`src/rtl/gxsim_qspi_slave.sv`:
```
// Quad-SPI slave front-end: oversamples SCK/CS_N/DQ and bridges burst reads/writes to the register block.
// Optional GXSIM_QSPI_DEBUG_EN adds bad_cmd_count and last_cmd outputs.
module gxsim_qspi_slave #(
    parameter int unsigned DUMMY_CYCLES = 4,
    parameter logic [7:0]  CMD_WRITE    = 8'h02,
    parameter logic [7:0]  CMD_READ     = 8'h0B
) (
    input  logic        clk,
    input  logic        resetn,
    input  logic        qspi_sck,
    input  logic        qspi_cs_n,
    input  logic [3:0]  qspi_dq_in,
    output logic [3:0]  qspi_dq_out,
    output logic        qspi_dq_oe,
    output logic [31:0] address,
    output logic [31:0] wdata,
    output logic        write_strobe,
`ifdef GXSIM_QSPI_DEBUG_EN
    output logic [7:0]  bad_cmd_count,
    output logic [7:0]  last_cmd,
`endif
    input  logic [31:0] rdata
);

    localparam int unsigned CNT_W = (DUMMY_CYCLES > 8) ? $clog2(DUMMY_CYCLES + 1) : 4;

    typedef enum logic [2:0] {IDLE, CMD, ADDR, WDATA, DUMMY, RDATA, IGNORE} state_t;

    state_t             state_q;
    logic [CNT_W-1:0]   cnt_q;
    logic               sck_s1_q, sck_s2_q, sck_prev_q;
    logic               cs_s1_q, cs_s2_q;
    logic [3:0]         dq_s1_q, dq_s2_q;
    logic               armed_q;
    logic               is_read_q;
    logic [3:0]         cmd_hi_q;
    logic [27:0]        addr_sh_q;
    logic [27:0]        data_sh_q;
    logic [27:0]        rd_sh_q;
    logic [3:0]         dq_out_q;
    logic               oe_q;
    logic [31:0]        address_q;
    logic [31:0]        wdata_q;
    logic               write_strobe_q;
`ifdef GXSIM_QSPI_DEBUG_EN
    logic [7:0]         bad_cmd_count_q;
    logic [7:0]         last_cmd_q;
`endif

    logic       rise_c;
    logic       fall_c;
    logic [7:0] cmd_byte_c;

    assign rise_c     = sck_s2_q & ~sck_prev_q;
    assign fall_c     = ~sck_s2_q & sck_prev_q;
    assign cmd_byte_c = {cmd_hi_q, dq_s2_q};

    always_ff @(posedge clk) begin
        if (!resetn) begin
            state_q        <= IDLE;
            cnt_q          <= '0;
            sck_s1_q       <= 1'b0;
            sck_s2_q       <= 1'b0;
            sck_prev_q     <= 1'b0;
            // CS synchronizer clears low so a CS_N already low at reset release is not treated as a new assertion
            cs_s1_q        <= 1'b0;
            cs_s2_q        <= 1'b0;
            dq_s1_q        <= 4'h0;
            dq_s2_q        <= 4'h0;
            armed_q        <= 1'b0;
            is_read_q      <= 1'b0;
            cmd_hi_q       <= 4'h0;
            addr_sh_q      <= '0;
            data_sh_q      <= '0;
            rd_sh_q        <= '0;
            dq_out_q       <= 4'h0;
            oe_q           <= 1'b0;
            address_q      <= '0;
            wdata_q        <= '0;
            write_strobe_q <= 1'b0;
`ifdef GXSIM_QSPI_DEBUG_EN
            bad_cmd_count_q <= 8'h00;
            last_cmd_q      <= 8'h00;
`endif
        end else begin
            sck_s1_q       <= qspi_sck;
            sck_s2_q       <= sck_s1_q;
            sck_prev_q     <= sck_s2_q;
            cs_s1_q        <= qspi_cs_n;
            cs_s2_q        <= cs_s1_q;
            dq_s1_q        <= qspi_dq_in;
            dq_s2_q        <= dq_s1_q;
            write_strobe_q <= 1'b0;

            if (write_strobe_q) begin
                address_q <= address_q + 32'd4;
            end

            // Deselect has priority over any SCK edge seen in the same cycle
            if (cs_s2_q) begin
                armed_q <= 1'b1;
                state_q <= IDLE;
                oe_q    <= 1'b0;
                cnt_q   <= '0;
            end else begin
                case (state_q)
                    IDLE: begin
                        oe_q <= 1'b0;
                        if (armed_q) begin
                            state_q <= CMD;
                            cnt_q   <= '0;
                        end
                    end
                    CMD: if (rise_c) begin
                        cmd_hi_q <= dq_s2_q;
                        cnt_q    <= cnt_q + CNT_W'(1);
                        if (cnt_q == CNT_W'(1)) begin
                            cnt_q <= '0;
`ifdef GXSIM_QSPI_DEBUG_EN
                            last_cmd_q <= cmd_byte_c;
`endif
                            if (cmd_byte_c == CMD_WRITE) begin
                                is_read_q <= 1'b0;
                                state_q   <= ADDR;
                            end else if (cmd_byte_c == CMD_READ) begin
                                is_read_q <= 1'b1;
                                state_q   <= ADDR;
                            end else begin
                                state_q <= IGNORE;
`ifdef GXSIM_QSPI_DEBUG_EN
                                if (bad_cmd_count_q != 8'hFF) begin
                                    bad_cmd_count_q <= bad_cmd_count_q + 8'd1;
                                end
`endif
                            end
                        end
                    end
                    ADDR: if (rise_c) begin
                        addr_sh_q <= {addr_sh_q[23:0], dq_s2_q};
                        cnt_q     <= cnt_q + CNT_W'(1);
                        if (cnt_q == CNT_W'(7)) begin
                            address_q <= {addr_sh_q, dq_s2_q};
                            cnt_q     <= '0;
                            if (!is_read_q) begin
                                state_q <= WDATA;
                            end else if (DUMMY_CYCLES == 0) begin
                                state_q <= RDATA;
                                oe_q    <= 1'b1;
                            end else begin
                                state_q <= DUMMY;
                            end
                        end
                    end
                    WDATA: if (rise_c) begin
                        data_sh_q <= {data_sh_q[23:0], dq_s2_q};
                        cnt_q     <= cnt_q + CNT_W'(1);
                        if (cnt_q == CNT_W'(7)) begin
                            wdata_q        <= {data_sh_q, dq_s2_q};
                            write_strobe_q <= 1'b1;
                            cnt_q          <= '0;
                        end
                    end
                    DUMMY: if (rise_c) begin
                        cnt_q <= cnt_q + CNT_W'(1);
                        if (cnt_q == CNT_W'(DUMMY_CYCLES - 1)) begin
                            state_q <= RDATA;
                            oe_q    <= 1'b1;
                            cnt_q   <= '0;
                        end
                    end
                    RDATA: begin
                        oe_q <= 1'b1;
                        // First fall of each word reloads from the register block's current rdata
                        if (fall_c) begin
                            if (cnt_q == '0) begin
                                dq_out_q <= rdata[31:28];
                                rd_sh_q  <= rdata[27:0];
                            end else begin
                                dq_out_q <= rd_sh_q[27:24];
                                rd_sh_q  <= {rd_sh_q[23:0], 4'h0};
                            end
                        end
                        if (rise_c) begin
                            cnt_q <= cnt_q + CNT_W'(1);
                            if (cnt_q == CNT_W'(7)) begin
                                cnt_q     <= '0;
                                address_q <= address_q + 32'd4;
                            end
                        end
                    end
                    IGNORE: oe_q <= 1'b0;
                    default: state_q <= IDLE;
                endcase
            end
        end
    end

    assign qspi_dq_out  = dq_out_q;
    assign qspi_dq_oe   = oe_q;
    assign address      = address_q;
    assign wdata        = wdata_q;
    assign write_strobe = write_strobe_q;
`ifdef GXSIM_QSPI_DEBUG_EN
    assign bad_cmd_count = bad_cmd_count_q;
    assign last_cmd      = last_cmd_q;
`endif

endmodule

```
`config.mk`:
```
export PLATFORM = sky130hd
export DESIGN_NAME = gxsim_qspi_slave
export DESIGN_NICKNAME = d
export VERILOG_FILES = /design/src/rtl/gxsim_qspi_slave.sv
export SDC_FILE = /design/constraint.sdc
export NUM_CORES = 1
export LEC_CHECK = 0
export ABC_AREA = 1
export CAP_MARGIN = 5
export CORE_MARGIN = 10
export CORE_UTILIZATION = 25
export DETAILED_ROUTE_END_ITERATION = 6
export DONT_BUFFER_PORTS = 1
export GPL_TIMING_DRIVEN = 0
export PLACE_DENSITY = 0.38
export SYNTH_ARGS = -nofsm -noshare
export SYNTH_HDL_FRONTEND = slang
export SYNTH_SLANG_ARGS = --single-unit
```
`constraint.sdc`:
```
create_clock -name clk -period 4.3 [get_ports clk]
set_input_delay 0.645 -clock clk [delete_from_list [all_inputs] [get_ports clk]]
set_output_delay 0.645 -clock clk [all_outputs]
set_load 0.02 [all_outputs]
```
==> flow_results.xml <==
<?xml version="1.0" encoding="UTF-8"?>
<metrics>
  <group name="timing">
    <metric name="final_max_slew_viol_count" unit="">0</metric>
    <metric name="layout_min_cycle_time" unit="ns">2.545</metric>
    <metric name="finalHoldViolCount" unit="">0</metric>
    <metric name="worst_hold_slack" unit="ns">0.2855</metric>
    <metric name="endpoints_failing_setup" unit="">0</metric>
    <metric name="final.setup.worst_slack" unit="ns">1.755</metric>
    <metric name="rsz0062_at_grt" unit="">no</metric>
    <metric name="max_slew_margin" unit="">0.4709</metric>
    <metric name="setup_skew_after_layout" unit="ns">0.01468</metric>
    <metric name="tightestPinTransition" unit="ns">0.7937</metric>
    <metric name="tns" unit="ns">0</metric>
    <metric name="post-route-period-util" unit="">0.5919</metric>
    <metric name="fmaxAchievable" unit="MHz">392.9</metric>
  </group>
  <group name="finish">
    <metric name="finish.utilization" unit="">0.2880</metric>
    <metric name="post_layout_nonfiller_instances" unit="">1815</metric>
    <metric name="syn2layout_area_growth" unit="%">13.75</metric>
    <metric name="share_of_final_layout_standard_cells_stronger_than_drive_strength_1" unit="">0.06103</metric>
    <metric name="layout.nets" unit="">1391</metric>
    <metric name="antenna_cells" unit="">0</metric>
  </group>
  <group name="grt">
    <metric name="track_usage" unit="">0.1450</metric>
    <metric name="total_overflow_reported_by_the_global_router" unit="">0</metric>
    <metric name="grt_pass1_vias" unit="">8326</metric>
    <metric name="grt_max_degree" unit="">20</metric>
    <metric name="grt_pass1_wl" unit="µm">49310</metric>
    <metric name="number_of_antenna_violations_at_the_first_check_in_global_routing" unit="">0</metric>
  </group>
  <group name="drt">
    <metric name="dr.pass1.iters" unit="">5</metric>
    <metric name="detailroute.via_count" unit="">8351</metric>
    <metric name="dr.first_iter.drc_count" unit="">456</metric>
    <metric name="detail_route.vias_per_cell" unit="">4.601</metric>
    <metric name="drc" unit="">0</metric>
    <metric name="post_drt_wl_per_cell" unit="µm">17.45</metric>
    <metric name="drt-total-wl" unit="µm">31670</metric>
    <metric name="antenna_violating_nets_post_route" unit="">0</metric>
  </group>
  <group name="floorplan">
    <metric name="die_area" unit="µm²">42870</metric>
    <metric name="fp.dieW" unit="µm">207.0</metric>
    <metric name="floorplan.core_area" unit="µm²">34540</metric>
    <metric name="floorplan.io_pins" unit="">110</metric>
    <metric name="num_rows" unit="">68</metric>
    <metric name="floorplan.initialDensity" unit="">0.2532</metric>
    <metric name="die-height" unit="µm">207.0</metric>
  </group>
  <group name="worst_hold_path">
    <metric name="worstHoldEndpoint" unit="">dq_s1_q[2]$_SDFF_PN0_</metric>
    <metric name="holdCritStartpoint" unit="">qspi_dq_in[2]</metric>
    <metric name="hold-path-cell-count" unit="">2</metric>
    <metric name="hold_crit_path_type" unit="">in -&gt; reg</metric>
  </group>
  <group name="place">
    <metric name="routability_congestion_estimate_from_global_placement" unit="">0.8397</metric>
    <metric name="dpl_worst_slack" unit="ns">1.518</metric>
    <metric name="dp_cells" unit="">1783</metric>
    <metric name="port_buffers" unit="">0</metric>
    <metric name="post-dp-hpwl" unit="µm">23950</metric>
  </group>
  <group name="logic_synthesis">
    <metric name="synthesized_instance_count" unit="">1328</metric>
    <metric name="synth.ff_latch_count" unit="">180</metric>
    <metric name="avgSynthCellArea" unit="µm²">6.586</metric>
    <metric name="synth-edff-count" unit="">0</metric>
    <metric name="synth_nets" unit="">1372</metric>
    <metric name="synthesis.yosys.warnings" unit="">0</metric>
    <metric name="synth.yosys.seq_area_share" unit="">0.4120</metric>
    <metric name="synth_cell_type_count" unit="">42</metric>
    <metric name="synthArstFlopShare" unit="">0</metric>
    <metric name="netlist_area" unit="µm²">8746</metric>
    <metric name="postSynth.topFlopCell" unit="">dfxtp_1</metric>
  </group>
  <group name="clock_network">
    <metric name="tritoncts" unit="">yes</metric>
    <metric name="postCtsSetupRepairBufs" unit="">0</metric>
    <metric name="resized_gates_after_cts" unit="">0</metric>
    <metric name="clock_tree.root_cell" unit="">clkbuf_16</metric>
    <metric name="worstSkewPairLatency" unit="ns">0.45</metric>
    <metric name="buffers_from_clock_root_to_sink_at_most" unit="">2</metric>
    <metric name="cts-buffers-inserted" unit="">17</metric>
    <metric name="htree_levels" unit="">4</metric>
    <metric name="clk_transition_reported_paths" unit="ns">0.08</metric>
    <metric name="hold_buffers" unit="">0</metric>
    <metric name="clock-sinks" unit="">180</metric>
  </group>
  <group name="power_and_ir_drop">
    <metric name="swShare" unit="">0.2950</metric>
    <metric name="power.net_switching" unit="W">0.001121</metric>
    <metric name="internal_power" unit="W">0.002679</metric>
    <metric name="vdd_drop_max" unit="mV">0.2688</metric>
    <metric name="power.sequential.fraction" unit="">0.457</metric>
    <metric name="power_frac_comb" unit="">0.091</metric>
    <metric name="power-per-cell-area" unit="nW/µm²">381.9</metric>
    <metric name="clockPowerShare" unit="">0.452</metric>
    <metric name="static-leakage-power" unit="nW">4.261</metric>
  </group>
  <group name="critical_path">
    <metric name="path_delay_family" unit="">simple AND/OR/NAND/NOR gates</metric>
    <metric name="critical_path_peak_fanout" unit="">8</metric>
    <metric name="worst-r2r-setup-slack" unit="ns">1.76</metric>
    <metric name="worstPathCellList" unit="">ha_1, nand2_1, nor2_2, nand2_1, nor3_2, nand2_1, xor2_1, nand2_1, nand2_1, nand2_1, nand2_1</metric>
    <metric name="critical_path.n_buffers_inverters" unit="">0</metric>
    <metric name="reg_to_reg_end" unit="">address[28]$_SDFF_PN0_</metric>
    <metric name="timing.critical_path.slowest_cell_delay" unit="ns">0.71</metric>
    <metric name="worstPathRequired" unit="ns">4.69</metric>
    <metric name="worstRegToRegCells" unit="">11</metric>
    <metric name="worst_path_max_delay_cell" unit="">dfxtp_1</metric>
    <metric name="worst_setup_path_end_kind" unit="">flop</metric>
    <metric name="start_kind" unit="">flop</metric>
    <metric name="crit_arrival" unit="ns">2.94</metric>
    <metric name="critical-path-top-cell-by-count" unit="">nand2_1</metric>
    <metric name="reg2reg_from" unit="">address[2]$_SDFF_PN0_</metric>
    <metric name="worst-setup-path-type" unit="">reg -&gt; reg</metric>
  </group>
  <group name="flow_run">
    <metric name="max_cap_violations" unit="">0</metric>
  </group>
  <group name="outcome">
    <metric name="outcome" unit="">finished, final reports clean</metric>
  </group>
</metrics>
-- logic make-up after synthesis --
logic type | Yosys count | synth area share
AOI/OAI and AO/OA | 248 | 0.1479
xor gates and xnor gates | 13 | 0.01302
adders and majority gates | 4 | 0.005723
buffers and inverters | 170 | 0.07639
DFF | 180 | 0.4120
and+or+nand+nor | 713 | 0.3449
-- how the worst max path moves through the flow --
| stage | depth (start not counted) | slack [ns] | start | end |
|---|---|---|---|---|
| floorplan | 9 | 2.44 | address[2]$_SDFF_PN0_ | address[20]$_SDFF_PN0_ |
| global placement | 5 | 1.51 | resetn | addr_sh_q[18]$_SDFFE_PN0P_ |
| detailed placement | 6 | 1.52 | resetn | address[17]$_SDFF_PN0_ |
| CTS | 11 | 1.72 | address[2]$_SDFF_PN0_ | address[28]$_SDFF_PN0_ |
| global route | 11 | 1.47 | address[2]$_SDFF_PN0_ | address[28]$_SDFF_PN0_ |
| finish | 11 | 1.76 | address[2]$_SDFF_PN0_ | address[28]$_SDFF_PN0_ |
-- power by group through the flow --
stage	registers [W]	clock network (W)	logic [W]
after floorplan	0.00176	0	0.000246
after global placement	0.00178	0	0.000350
after detailed placement	0.00178	0	0.000349
after CTS	0.00174	0.00176	0.000351
after global routing	0.00174	0.00182	0.000402
final	0.00174	0.00172	0.000347
-- layout make-up --
class,instances,area (µm²)
flip-flops and latches,180,3603
fillers,3953,24590
well taps,455,569.3
multi-input cells,978,4474
plain buffers,64,270.3
clock inverters,15,207.7
clock buffers,17,425.4
inverters,106,397.9
-- flip-flops by register name, summed over array words and instances (netlist names), 3 cells and up --
signal	flops
cmd_hi_q	4
cnt_q	4
addr_sh_q	28
data_sh_q	28
qspi_dq_out	4
state_q	3
address	32
dq_s1_q	4
dq_s2_q	4
rd_sh_q	28
wdata	32
-- synth_stat cells, types with 2 or more instances --
master | number | area [µm²]
o21ai_1 | 15 | 75.07
inv_1 | 97 | 364.1
nand3b_1 | 3 | 22.52
nand3_1 | 114 | 570.6
nor3_1 | 2 | 10.01
dfxtp_1 | 180 | 3603
and2_1 | 2 | 12.51
o21a_1 | 2 | 15.01
buf_2 | 17 | 85.08
nor3_2 | 2 | 20.02
or2_2 | 3 | 18.77
clkbuf_1 | 37 | 138.9
o211ai_1 | 6 | 45.04
nand2_1 | 370 | 1389
buf_1 | 7 | 26.28
inv_2 | 8 | 30.03
a211oi_1 | 3 | 22.52
buf_4 | 2 | 15.01
a21oi_1 | 87 | 435.4
o21ai_0 | 127 | 635.6
a22o_1 | 3 | 26.28
nor2_2 | 2 | 12.51
nor2_1 | 187 | 701.9
ha_1 | 4 | 50.05
nor4_4 | 2 | 42.54
nor2_4 | 5 | 56.30
xor2_1 | 12 | 105.1
nand2_2 | 6 | 37.54
nand4_1 | 10 | 62.56
-- layout by cell type, fill, tap and decap left out, types with 4 or more instances in the layout --
master,synthesis,routed
nand2_1,370,370
xor2_1,12,12
nand4_1,10,10
nand2_2,6,6
buf_1,7,7
inv_8,0,5
a21oi_1,87,87
o21ai_1,15,15
inv_1,97,97
nor2_4,5,5
buf_2,17,17
o211ai_1,6,6
nand3_1,114,114
o21ai_0,127,127
clkbuf_16,0,17
dfxtp_1,180,180
inv_2,8,8
ha_1,4,4
nor2_1,187,187
clkbuf_1,37,37
-- worst register-to-register path, cell delays in order, from the launching register on --
cell     delay [ns]
dfxtp_1        0.71
ha_1           0.33
nand2_1        0.10
nor2_2         0.25
nand2_1        0.26
nor3_2         0.27
nand2_1        0.11
xor2_1         0.20
nand2_1        0.07
nand2_1        0.08
nand2_1        0.05
nand2_1        0.07
-- metal layers --
metal / wire [µm] / track usage / share of wire / up-vias
met3: 1930 / 0.04076 / 0.061 / 36
met5: 0 / 0 / 0 / -
met2: 14370 / 0.2316 / 0.45 / 168
li1: - / - / - / 4331
met4: 498 / 0.03688 / 0.016 / 0
met1: 14870 / 0.1877 / 0.47 / 3816
-- per-stage QoR --
step	instance area, µm²	power, W
2_1_floorplan	8746	0.002010
3_3_place_gp	9315	0.002128
3_5_place_dp	9315	0.002127
4_1_cts	9948	0.003848
5_1_grt	9948	0.003968
6_report	9948	0.003800
Power figures use the tool's default switching activity.
